**config.mk**
```make
export PLATFORM = sky130hd
export DESIGN_NAME = imm_gen_pipe_flat
export DESIGN_NICKNAME = d
export VERILOG_FILES = /design/src/rtl/imm_gen_pipe_pkg.sv /design/src/rtl/imm_gen_pipe_if.sv /design/src/rtl/imm_gen_pipe_decode.sv /design/src/rtl/imm_gen_pipe.sv /design/src/flat_wrapper.sv
export SDC_FILE = /design/constraint.sdc
export NUM_CORES = 1
export LEC_CHECK = 0
export CORE_ASPECT_RATIO = 1.75
export CORE_MARGIN = 2
export CORE_UTILIZATION = 45
export CTS_CLUSTER_DIAMETER = 80
export DETAILED_ROUTE_END_ITERATION = 10
export PLACE_DENSITY_LB_ADDON = 0.25
export SKIP_LAST_GASP = 1
export SLEW_MARGIN = 20
export SYNTH_ARGS = -nofsm -noshare
export SYNTH_HDL_FRONTEND = slang
export SYNTH_SLANG_ARGS = --single-unit
```
**constraint.sdc**
```tcl
create_clock -name clk_i -period 5.15 [get_ports clk_i]
set_clock_uncertainty 0.15 [all_clocks]
set_input_delay 1.03 -clock clk_i [delete_from_list [all_inputs] [get_ports clk_i]]
set_output_delay 1.03 -clock clk_i [all_outputs]
set_load 0.02 [all_outputs]
```
**src/rtl/imm_gen_pipe_pkg.sv**
```systemverilog
// Shared RV32I opcode values, immediate format codes and instruction width
// for the immediate-generation pipeline.
package imm_gen_pipe_pkg;

    localparam int INST_W = 32;

    localparam logic [6:0] OPC_OP     = 7'b0110011;
    localparam logic [6:0] OPC_OP_IMM = 7'b0010011;
    localparam logic [6:0] OPC_LOAD   = 7'b0000011;
    localparam logic [6:0] OPC_JALR   = 7'b1100111;
    localparam logic [6:0] OPC_STORE  = 7'b0100011;
    localparam logic [6:0] OPC_BRANCH = 7'b1100011;
    localparam logic [6:0] OPC_LUI    = 7'b0110111;
    localparam logic [6:0] OPC_AUIPC  = 7'b0010111;
    localparam logic [6:0] OPC_JAL    = 7'b1101111;

    typedef enum logic [2:0] {
        FMT_R    = 3'd0,
        FMT_I    = 3'd1,
        FMT_S    = 3'd2,
        FMT_B    = 3'd3,
        FMT_U    = 3'd4,
        FMT_J    = 3'd5,
        FMT_NONE = 3'd7
    } fmt_e;

endpackage

```
**src/rtl/imm_gen_pipe_if.sv**
```systemverilog
// Valid/ready bus of the immediate generator: instruction in, decoded
// immediate out, plus the illegal-instruction counter.
interface imm_gen_pipe_if
    import imm_gen_pipe_pkg::*;
#(
    parameter int XLEN  = 32,
    parameter int CNT_W = 8
);

    logic              in_valid_i;
    logic              in_ready_o;
    logic [INST_W-1:0] inst_i;
    logic              out_valid_o;
    logic              out_ready_i;
    logic [XLEN-1:0]   imm_o;
    fmt_e              fmt_o;
    logic              illegal_o;
    logic [CNT_W-1:0]  err_cnt_o;

    modport master (
        output in_valid_i, inst_i, out_ready_i,
        input  in_ready_o, out_valid_o, imm_o, fmt_o, illegal_o, err_cnt_o
    );

    modport slave (
        input  in_valid_i, inst_i, out_ready_i,
        output in_ready_o, out_valid_o, imm_o, fmt_o, illegal_o, err_cnt_o
    );

endinterface

```
**src/rtl/imm_gen_pipe_decode.sv**
```systemverilog
// Combinational RV32I immediate decoder: instruction word to sign-extended
// immediate, format code and illegal-opcode flag.
module imm_decode
    import imm_gen_pipe_pkg::*;
#(
    parameter int XLEN = 32
) (
    input  logic [INST_W-1:0] inst,
    output logic [XLEN-1:0]   imm,
    output fmt_e              fmt,
    output logic              illegal
);

    logic [31:0] imm32;

    // NOTE: every output gets a default before the case so no path leaves a latch.
    always_comb begin
        imm32   = '0;
        fmt     = FMT_NONE;
        illegal = 1'b0;
        unique case (inst[6:0])
            OPC_OP: begin
                fmt = FMT_R;
            end
            OPC_OP_IMM, OPC_LOAD, OPC_JALR: begin
                fmt   = FMT_I;
                imm32 = {{20{inst[31]}}, inst[31:20]};
            end
            OPC_STORE: begin
                fmt   = FMT_S;
                imm32 = {{20{inst[31]}}, inst[31:25], inst[11:7]};
            end
            OPC_BRANCH: begin
                fmt   = FMT_B;
                imm32 = {{19{inst[31]}}, inst[31], inst[7], inst[30:25], inst[11:8], 1'b0};
            end
            OPC_LUI, OPC_AUIPC: begin
                fmt   = FMT_U;
                imm32 = {inst[31:12], 12'b0};
            end
            OPC_JAL: begin
                fmt   = FMT_J;
                imm32 = {{11{inst[31]}}, inst[31], inst[19:12], inst[20], inst[30:21], 1'b0};
            end
            default: begin
                illegal = 1'b1;
            end
        endcase
    end

    // Every format fits a signed 32-bit value, so widening is one replication.
    generate
        if (XLEN == 32) begin : g_x32
            assign imm = imm32;
        end else begin : g_wide
            assign imm = {{(XLEN-32){imm32[31]}}, imm32};
        end
    endgenerate

endmodule

```
**src/rtl/imm_gen_pipe.sv**
```systemverilog
// Immediate generator with a two-entry (output + skid) valid/ready buffer,
// flush, and a saturating illegal-instruction counter.
module imm_gen_pipe
    import imm_gen_pipe_pkg::*;
#(
    parameter int XLEN  = 32,
    parameter int CNT_W = 8
) (
    input  logic          clk_i,
    input  logic          rst_i,
    input  logic          flush_i,
    imm_gen_pipe_if.slave bus
);

    logic [XLEN-1:0]  dec_imm;
    fmt_e             dec_fmt;
    logic             dec_illegal;

    logic             out_valid_q;
    logic [XLEN-1:0]  out_imm_q;
    fmt_e             out_fmt_q;
    logic             out_illegal_q;

    logic             skid_valid_q;
    logic [XLEN-1:0]  skid_imm_q;
    fmt_e             skid_fmt_q;
    logic             skid_illegal_q;

    logic             in_ready_q;
    logic [CNT_W-1:0] err_cnt_q;

    logic accept;
    logic take;
    logic out_free;
    logic out_load_skid;
    logic out_load_dec;
    logic skid_load;

    imm_decode #(.XLEN(XLEN)) u_decode (
        .inst    (bus.inst_i),
        .imm     (dec_imm),
        .fmt     (dec_fmt),
        .illegal (dec_illegal)
    );

    // A flush discards the same-cycle input as well as the buffered entries.
    assign accept   = bus.in_valid_i && in_ready_q && !flush_i;
    assign take     = out_valid_q && bus.out_ready_i;
    assign out_free = !out_valid_q || take;

    // in_ready is low whenever the skid is full, so accept and skid drain never coincide.
    assign out_load_skid = out_free && skid_valid_q;
    assign out_load_dec  = out_free && !skid_valid_q && accept;
    assign skid_load     = !out_free && accept;

    // NOTE: sequential state uses non-blocking assignments so every flop samples pre-edge values.
    always_ff @(posedge clk_i) begin
        if (rst_i) begin
            out_valid_q   <= 1'b0;
            out_imm_q     <= '0;
            out_fmt_q     <= FMT_NONE;
            out_illegal_q <= 1'b0;
            skid_valid_q  <= 1'b0;
            in_ready_q    <= 1'b1;
        end else if (flush_i) begin
            out_valid_q  <= 1'b0;
            skid_valid_q <= 1'b0;
            in_ready_q   <= 1'b1;
        end else begin
            if (out_load_skid) begin
                out_valid_q   <= 1'b1;
                out_imm_q     <= skid_imm_q;
                out_fmt_q     <= skid_fmt_q;
                out_illegal_q <= skid_illegal_q;
                skid_valid_q  <= 1'b0;
                in_ready_q    <= 1'b1;
            end else if (out_load_dec) begin
                out_valid_q   <= 1'b1;
                out_imm_q     <= dec_imm;
                out_fmt_q     <= dec_fmt;
                out_illegal_q <= dec_illegal;
            end else if (take) begin
                out_valid_q <= 1'b0;
            end

            if (skid_load) begin
                skid_valid_q <= 1'b1;
                in_ready_q   <= 1'b0;
            end
        end
    end

    // NOTE: skid payload has no reset; skid_valid_q alone decides whether it is meaningful.
    always_ff @(posedge clk_i) begin
        if (skid_load) begin
            skid_imm_q     <= dec_imm;
            skid_fmt_q     <= dec_fmt;
            skid_illegal_q <= dec_illegal;
        end
    end

    // Counts at acceptance, so illegal words flushed afterwards still count.
    always_ff @(posedge clk_i) begin
        if (rst_i) begin
            err_cnt_q <= '0;
        end else if (accept && dec_illegal && (err_cnt_q != '1)) begin
            err_cnt_q <= err_cnt_q + CNT_W'(1);
        end
    end

    assign bus.in_ready_o  = in_ready_q;
    assign bus.out_valid_o = out_valid_q;
    assign bus.imm_o       = out_imm_q;
    assign bus.fmt_o       = out_fmt_q;
    assign bus.illegal_o   = out_illegal_q;
    assign bus.err_cnt_o   = err_cnt_q;

endmodule

```
**src/flat_wrapper.sv**
```systemverilog
// flat-port wrapper written by rule: the top's interface ports become plain ports
module imm_gen_pipe_flat import imm_gen_pipe_pkg::*;
#(
    parameter int XLEN  = 32,
    parameter int CNT_W = 8
)
  (clk_i, rst_i, flush_i, bus_in_valid_i, bus_inst_i, bus_out_ready_i, bus_in_ready_o, bus_out_valid_o, bus_imm_o, bus_fmt_o, bus_illegal_o, bus_err_cnt_o);
  imm_gen_pipe_if #(.XLEN(XLEN), .CNT_W(CNT_W)) bus_i ();
  input  logic clk_i;
  input  logic rst_i;
  input  logic flush_i;
  input wire logic [$bits(bus_i.in_valid_i)-1:0] bus_in_valid_i;
  input wire logic [$bits(bus_i.inst_i)-1:0] bus_inst_i;
  input wire logic [$bits(bus_i.out_ready_i)-1:0] bus_out_ready_i;
  output wire logic [$bits(bus_i.in_ready_o)-1:0] bus_in_ready_o;
  output wire logic [$bits(bus_i.out_valid_o)-1:0] bus_out_valid_o;
  output wire logic [$bits(bus_i.imm_o)-1:0] bus_imm_o;
  output wire logic [$bits(bus_i.fmt_o)-1:0] bus_fmt_o;
  output wire logic [$bits(bus_i.illegal_o)-1:0] bus_illegal_o;
  output wire logic [$bits(bus_i.err_cnt_o)-1:0] bus_err_cnt_o;
  assign bus_i.in_valid_i = bus_in_valid_i;
  assign bus_i.inst_i = bus_inst_i;
  assign bus_i.out_ready_i = bus_out_ready_i;
  assign bus_in_ready_o = bus_i.in_ready_o;
  assign bus_out_valid_o = bus_i.out_valid_o;
  assign bus_imm_o = bus_i.imm_o;
  assign bus_fmt_o = bus_i.fmt_o;
  assign bus_illegal_o = bus_i.illegal_o;
  assign bus_err_cnt_o = bus_i.err_cnt_o;
  imm_gen_pipe #(.XLEN(XLEN), .CNT_W(CNT_W)) u_core (.clk_i(clk_i), .rst_i(rst_i), .flush_i(flush_i), .bus(bus_i));
endmodule
```
After elaboration in Yosys (flattened, before gate mapping)
Index checks and enable logic that the tools add are counted.

Input bits: 37. Logic and storage cells: 60. Bits in registers: 83.

Equality and inequality tests: 10. Mux-type cells: 16. Bitwise operators: 1. $add $sub $neg: 1. Reductions and logical operators: 22.

Operator list (number): $pmux 32 s5 (1); $mux 32 (2); $eq 7x6->1 const B (3); $eq 7x7->1 const B (3); $pmux 3 s6 (1); $eq 7x5->1 const B (2); $mux 1 (10); $logic_and 1x1->1 (9); $reduce_or 9->1 (1); $add 8x1->8 const B (1); $ne 8x8->1 const B (1); $eq 7x2->1 const B (1); $mux 3 (2); $logic_not 1->1 (4); $reduce_bool 2->1 (2); $reduce_or 2->1 (2); $reduce_bool 3->1 (1); $reduce_or 3->1 (1); $reduce_and 2->1 (1); $logic_or 1x1->1 (1); $not 1->1 (1).

Depth between registers and ports, before layout
Word-level depth: 6. Mapped depth: 7. Depth with buffers taken out: 6.

By module
Synthesis repeated with hierarchy kept, for this count alone.

Cells, all modules: 360. Area total of the unflattened synthesis: 3961.3 um^2.

Modules (own cells, without submodules): imm_gen_pipe (area an instance 3459.6 um^2, cells an instance 292, seq. area each 2021.9 um^2, times used 1); imm_decode (area an instance 501.7 um^2, cells an instance 68, seq. area each 0.0 um^2, times used 1).

Worst setup path before layout
No wires, ideal clock.

Path type: input -> register. Start: input bus_out_ready_i. End: register u_core.skid_fmt_q[0] (enable). Stages on the path: 2. Buffers on the path: 0. Arrival time: 3689 ps. Slack: 837 ps. Cells stage by stage: nand2b_1 -> nor3_1.

Longest elaborated chain between the ends: 4.

RTL lines: from (decl) (RTL line flat_wrapper.sv:14) `input wire logic [$bits(bus_i.out_ready_i)-1:0] bus_out_ready_i;`; $logic_and 1x1->1 (RTL line imm_gen_pipe.sv:48) `assign take = out_valid_q && bus.out_ready_i;`; $logic_or 1x1->1 (RTL line imm_gen_pipe.sv:49) `assign out_free = !out_valid_q || take;`; $logic_not 1->1 (RTL line imm_gen_pipe.sv:54) `assign skid_load = !out_free && accept;`; $logic_and 1x1->1 (RTL line imm_gen_pipe.sv:54); via u_core.skid_load (RTL line imm_gen_pipe.sv:37) `logic skid_load;`; to (signal assigned) (RTL line imm_gen_pipe.sv:97) `skid_fmt_q <= dec_fmt;`; to (decl) (RTL line imm_gen_pipe.sv:26) `fmt_e skid_fmt_q;`.

The timed path passes the listed nets, and every way through them passes these cells. A chain may end at the register's enable or synchronous reset.

Worst setup path after layout
Start: input bus_inst_i[3]. End: register u_core.out_imm_q[24], in the netlist u_core.bus.imm_o[24].

Longest elaborated chain between the ends: 5. Elaborated cells on any way between the ends: 13. Classes of those cells: eq/ne (8); mux (3); reduce/logical (2).

RTL lines: from (decl) (RTL line flat_wrapper.sv:13) `input wire logic [$bits(bus_i.inst_i)-1:0] bus_inst_i;`; $eq 7x5->1 (tied with other cells) (RTL line imm_gen_pipe_decode.sv:21) `unique case (inst[6:0])`; $reduce_or 3->1 / $reduce_or 2->1 (equally long branches) (RTL line imm_gen_pipe_decode.sv:21); $pmux 32 s5 (*) (RTL line imm_gen_pipe_decode.sv:21); $mux 32 (*) (RTL line imm_gen_pipe.sv:77) `end else if (out_load_dec) begin`; $mux 32 (*) (RTL line imm_gen_pipe.sv:70) `if (out_load_skid) begin`; to (signal assigned) (RTL line imm_gen_pipe.sv:72) `out_imm_q <= skid_imm_q;`; to (signal assigned) (RTL line imm_gen_pipe.sv:79) `out_imm_q <= dec_imm;`; to (decl) (RTL line imm_gen_pipe.sv:20) `logic [XLEN-1:0] out_imm_q;`.

Every way passes the cells marked *; elsewhere a longest branch is shown, timed or not. The select of a mux whose other input is x is not followed.

==> impl_metrics.tcl <==
set metrics [dict create \
    post_cts_buffers 0 \
    drtPass1Iterations 5 \
    yosys_warnings 0 \
    status "completed" \
    gp_congestion 0.925 \
    async_reset_ff_share_pct 0 \
    cts-resized-gates 0 \
    slowest_delay_ns 0.58 \
    cp.required_ns 5.25 \
    hold_depth 2 \
    antenna_found_initial 0 \
    period_needed_ns 3.29 \
    overflow 0 \
    yosys.area_share.simple_pct 20.2 \
    viasPerCell 5.74 \
    start_kind "input pin" \
    critPathCaptureType "flip-flop" \
    cts_buffers 9 \
    synth-seq-area-share_pct 55.5 \
    p_leak_nw 1.76 \
    die_h_um 123 \
    fin_crit_sh_pct 63.8 \
    start_util_pct 46.1 \
    power_frac_comb_pct 9.3 \
    layout-drive-gt1-share_pct 10.0 \
    multi_input_area_mm2 0.00154 \
    synth-xor-area-share_pct 0.961 \
    port_buffers 82 \
    clkPwrFrac_pct 41.7 \
    cp.arrival_ns 3.38 \
    min_to "u_core.bus.imm_o[9]" \
    synth.net_count 405 \
    p_sw_share_pct 22.4 \
    cts_buffer_depth 2 \
    peakVddDrop_mv 0.191 \
    htree_levels 3 \
    hold_viol 0 \
    grt_pass1_vias 2948 \
    seqPwrFrac_pct 49.1 \
    regArea_mm2 0.00202 \
    fin_setup_tns_ns 0 \
    syn_inst 367 \
    rsz0062_at_grt "no" \
    synth_top_family_by_area "simple AND/OR/NAND/NOR gates" \
    p_int_mw 1.11 \
    drv_slew 0 \
    drt-wirelength-per-cell_um 16.4 \
    cts_tree "built" \
    rrSetupSlack_ns 2.75 \
    area_growth_pct 32.3 \
    ys_seq_elements 83 \
    fp.dieW_um 72.0 \
    grt_pass1_wl_um 14400 \
    cap_violations 0 \
    crit_buf_inv 1 \
    wl_um 8870 \
    drc 0 \
    num_rows 43 \
    vias 3098 \
    drtIter0Drc 226 \
    clock-sinks 83 \
    holdWs_ns 0.298 \
    p_sw_mw 0.320 \
    timing.rr.start "u_core.bus.out_valid_o" \
    reg2reg_to "u_core.bus.imm_o[7]" \
    finalNetCount 483 \
    final_cells 540 \
    fill_cells 692 \
    grt_max_degree 38 \
    synth_mux_area_share_pct 0.584 \
    synth_edf_count 36 \
    holdCritStartpoint "u_core.bus.imm_o[9]" \
    worstMarginPinSlew_ns 0.927 \
    crit_fanout 12 \
    worstPathCellList "clkdlybuf4s50_1, nand4bb_1, o32ai_4, nand2_2, and2_4, a221oi_2" \
    clock.fmax_mhz 304 \
    fp.coreArea_mm2 0.00791 \
    ctsHoldBuffers 0 \
    drtAntennaViolNets 0 \
    path_clk_slew_ns 0.06 \
    syn_area_per_cell_um2 9.93 \
    root_buffer "clkbuf_16" \
    ioPinCount 83 \
    synth_compound_gate_area_share_pct 19.8 \
    critical_path_class "input pin to flip-flop" \
    dp.cells 524 \
    critPathSlowestCell "o32ai_4" \
    slew_headroom_pct 38.2 \
    n_antenna_cell 0 \
    final-setup-viol-count 0 \
    synthFlopType "dfxtp_1" \
    grt_use_total_pct 21.5 \
    r2r_cells 5 \
    synth.distinct_cells 55 \
    synth_area_mm2 0.00364 \
    synth_fa_ha_area_share_pct 0.343 \
    cp_top_family "simple AND/OR/NAND/NOR gates" \
    dieArea_mm2 0.00886 \
    min_path_type "flip-flop to flip-flop" \
    clk_latency_ns 0.34 \
    hpwlAfterDp_um 6290 \
    power.density_mw_per_mm2 296 \
]
-- how the worst max path moves through the flow --
stage                                      end             from  slack [ns]  cells after the start
after CTS                 u_core.bus.imm_o[24]    bus_inst_i[3]        1.89                      6
after floorplan           u_core.skid_fmt_q[0]  bus_out_ready_i        0.84                      2
after global routing      u_core.bus.imm_o[20]    bus_inst_i[3]        1.68                      6
final                     u_core.bus.imm_o[24]    bus_inst_i[3]        1.86                      6
after detailed placement  u_core.bus.imm_o[20]    bus_inst_i[3]        1.55                      6
after global placement    u_core.bus.imm_o[20]    bus_inst_i[3]        1.63                      6
-- cell usage after synthesis (all sizes together), types with 7 or more instances --
cell type  instances  area (um^2)
nand2             77          292
and2               8         52.6
and3              11         68.8
o21ai             42          210
nor2              20         77.6
a221oi            11          159
nor3               9         50.1
clkbuf            15         56.3
dfxtp             47          941
o22ai              7         43.8
a21oi             18         97.6
edfxtp            36         1080
-- metal layers --
metal	GRT usage (%)	up-vias	part of all wire, %
met5	0	-	0
met4	11.7	0	3.3
met3	4.73	20	5.2
met2	36.7	108	52
met1	24.5	1465	40
li1	-	1505	-
-- placed cells by master (no fill, tap or decap), types with 4 or more instances in the layout --
| cell | n |
|---|---|
| a21oi_1 | 16 |
| buf_4 | 5 |
| nor3_1 | 6 |
| edfxtp_1 | 36 |
| clkbuf_16 | 9 |
| dfxtp_1 | 47 |
| nor4_1 | 5 |
| a221oi_2 | 10 |
| xnor2_1 | 4 |
| o221ai_1 | 5 |
| nor2_1 | 18 |
| a22o_1 | 4 |
| nand2_1 | 76 |
| and2_1 | 7 |
| and3_1 | 11 |
| o22ai_1 | 7 |
| o21ai_0 | 39 |
| nand2b_1 | 4 |
| clkdlybuf4s50_1 | 82 |
-- cells by family (layout without fill, tap and decap cells) --
family                     after synthesis  after routing
xor gates and xnor gates                 4              4
adders and majority gates                1              1
and+or+nand+nor                        153            153
DFF                                     83             83
muxes                                    2              2
buffers and inverters                   23            106
AOI/OAI and AO/OA                      101            101
-- registers in the layout, summed over array words and instances, names as in the netlist --
signal                  count
u_core.bus.in_ready_o       1
u_core.bus.out_valid_o      1
u_core.bus.fmt_o            3
u_core.skid_valid_q         1
u_core.bus.err_cnt_o        8
u_core.skid_fmt_q           3
u_core.bus.imm_o           32
u_core.skid_illegal_q       1
u_core.skid_imm_q          32
u_core.bus.illegal_o        1
-- layout make-up --
class,instances,share of cell area [%]
clock buffers,12,5.32
multi-input cells,261,31.9
clock inverters,4,0.519
inverters,3,0.233
repair buffers,87,17.8
well taps,90,2.33
flip-flops and latches,83,41.9
-- power groups by stage --
| stage | sequential (mW) | combinational [mW] | clock, mW |
|---|---|---|---|
| 2_1_floorplan | 0.725 | 0.0547 | 0 |
| 3_3_place_gp | 0.714 | 0.130 | 0 |
| 3_5_place_dp | 0.715 | 0.132 | 0 |
| 4_1_cts | 0.701 | 0.132 | 0.603 |
| 5_1_grt | 0.701 | 0.143 | 0.632 |
| 6_report | 0.700 | 0.132 | 0.595 |
-- through the flow --
step | instance area, um^2 | setup WS (ns) | total power [mW] | util, %
finish | 4820 | 1.86 | 1.43 | 61.0
global route | 4820 | 1.68 | 1.48 | 61.0
CTS | 4820 | 1.89 | 1.44 | 61.0
detailed placement | 4540 | 1.55 | 0.846 | 57.4
global placement | 4540 | 1.63 | 0.844 | 57.4
floorplan | 3640 | 0.837 | 0.780 | -
-- worst reg2reg max path, stage by stage, from the launching register on --
cell	delay (ns)
dfxtp_1	0.35
nor2b_1	0.36
or3_1	0.78
nor2_2	0.21
o21ai_1	0.27
o21ai_0	0.15
No activity file was read; power rests on OpenSTA's default activity.
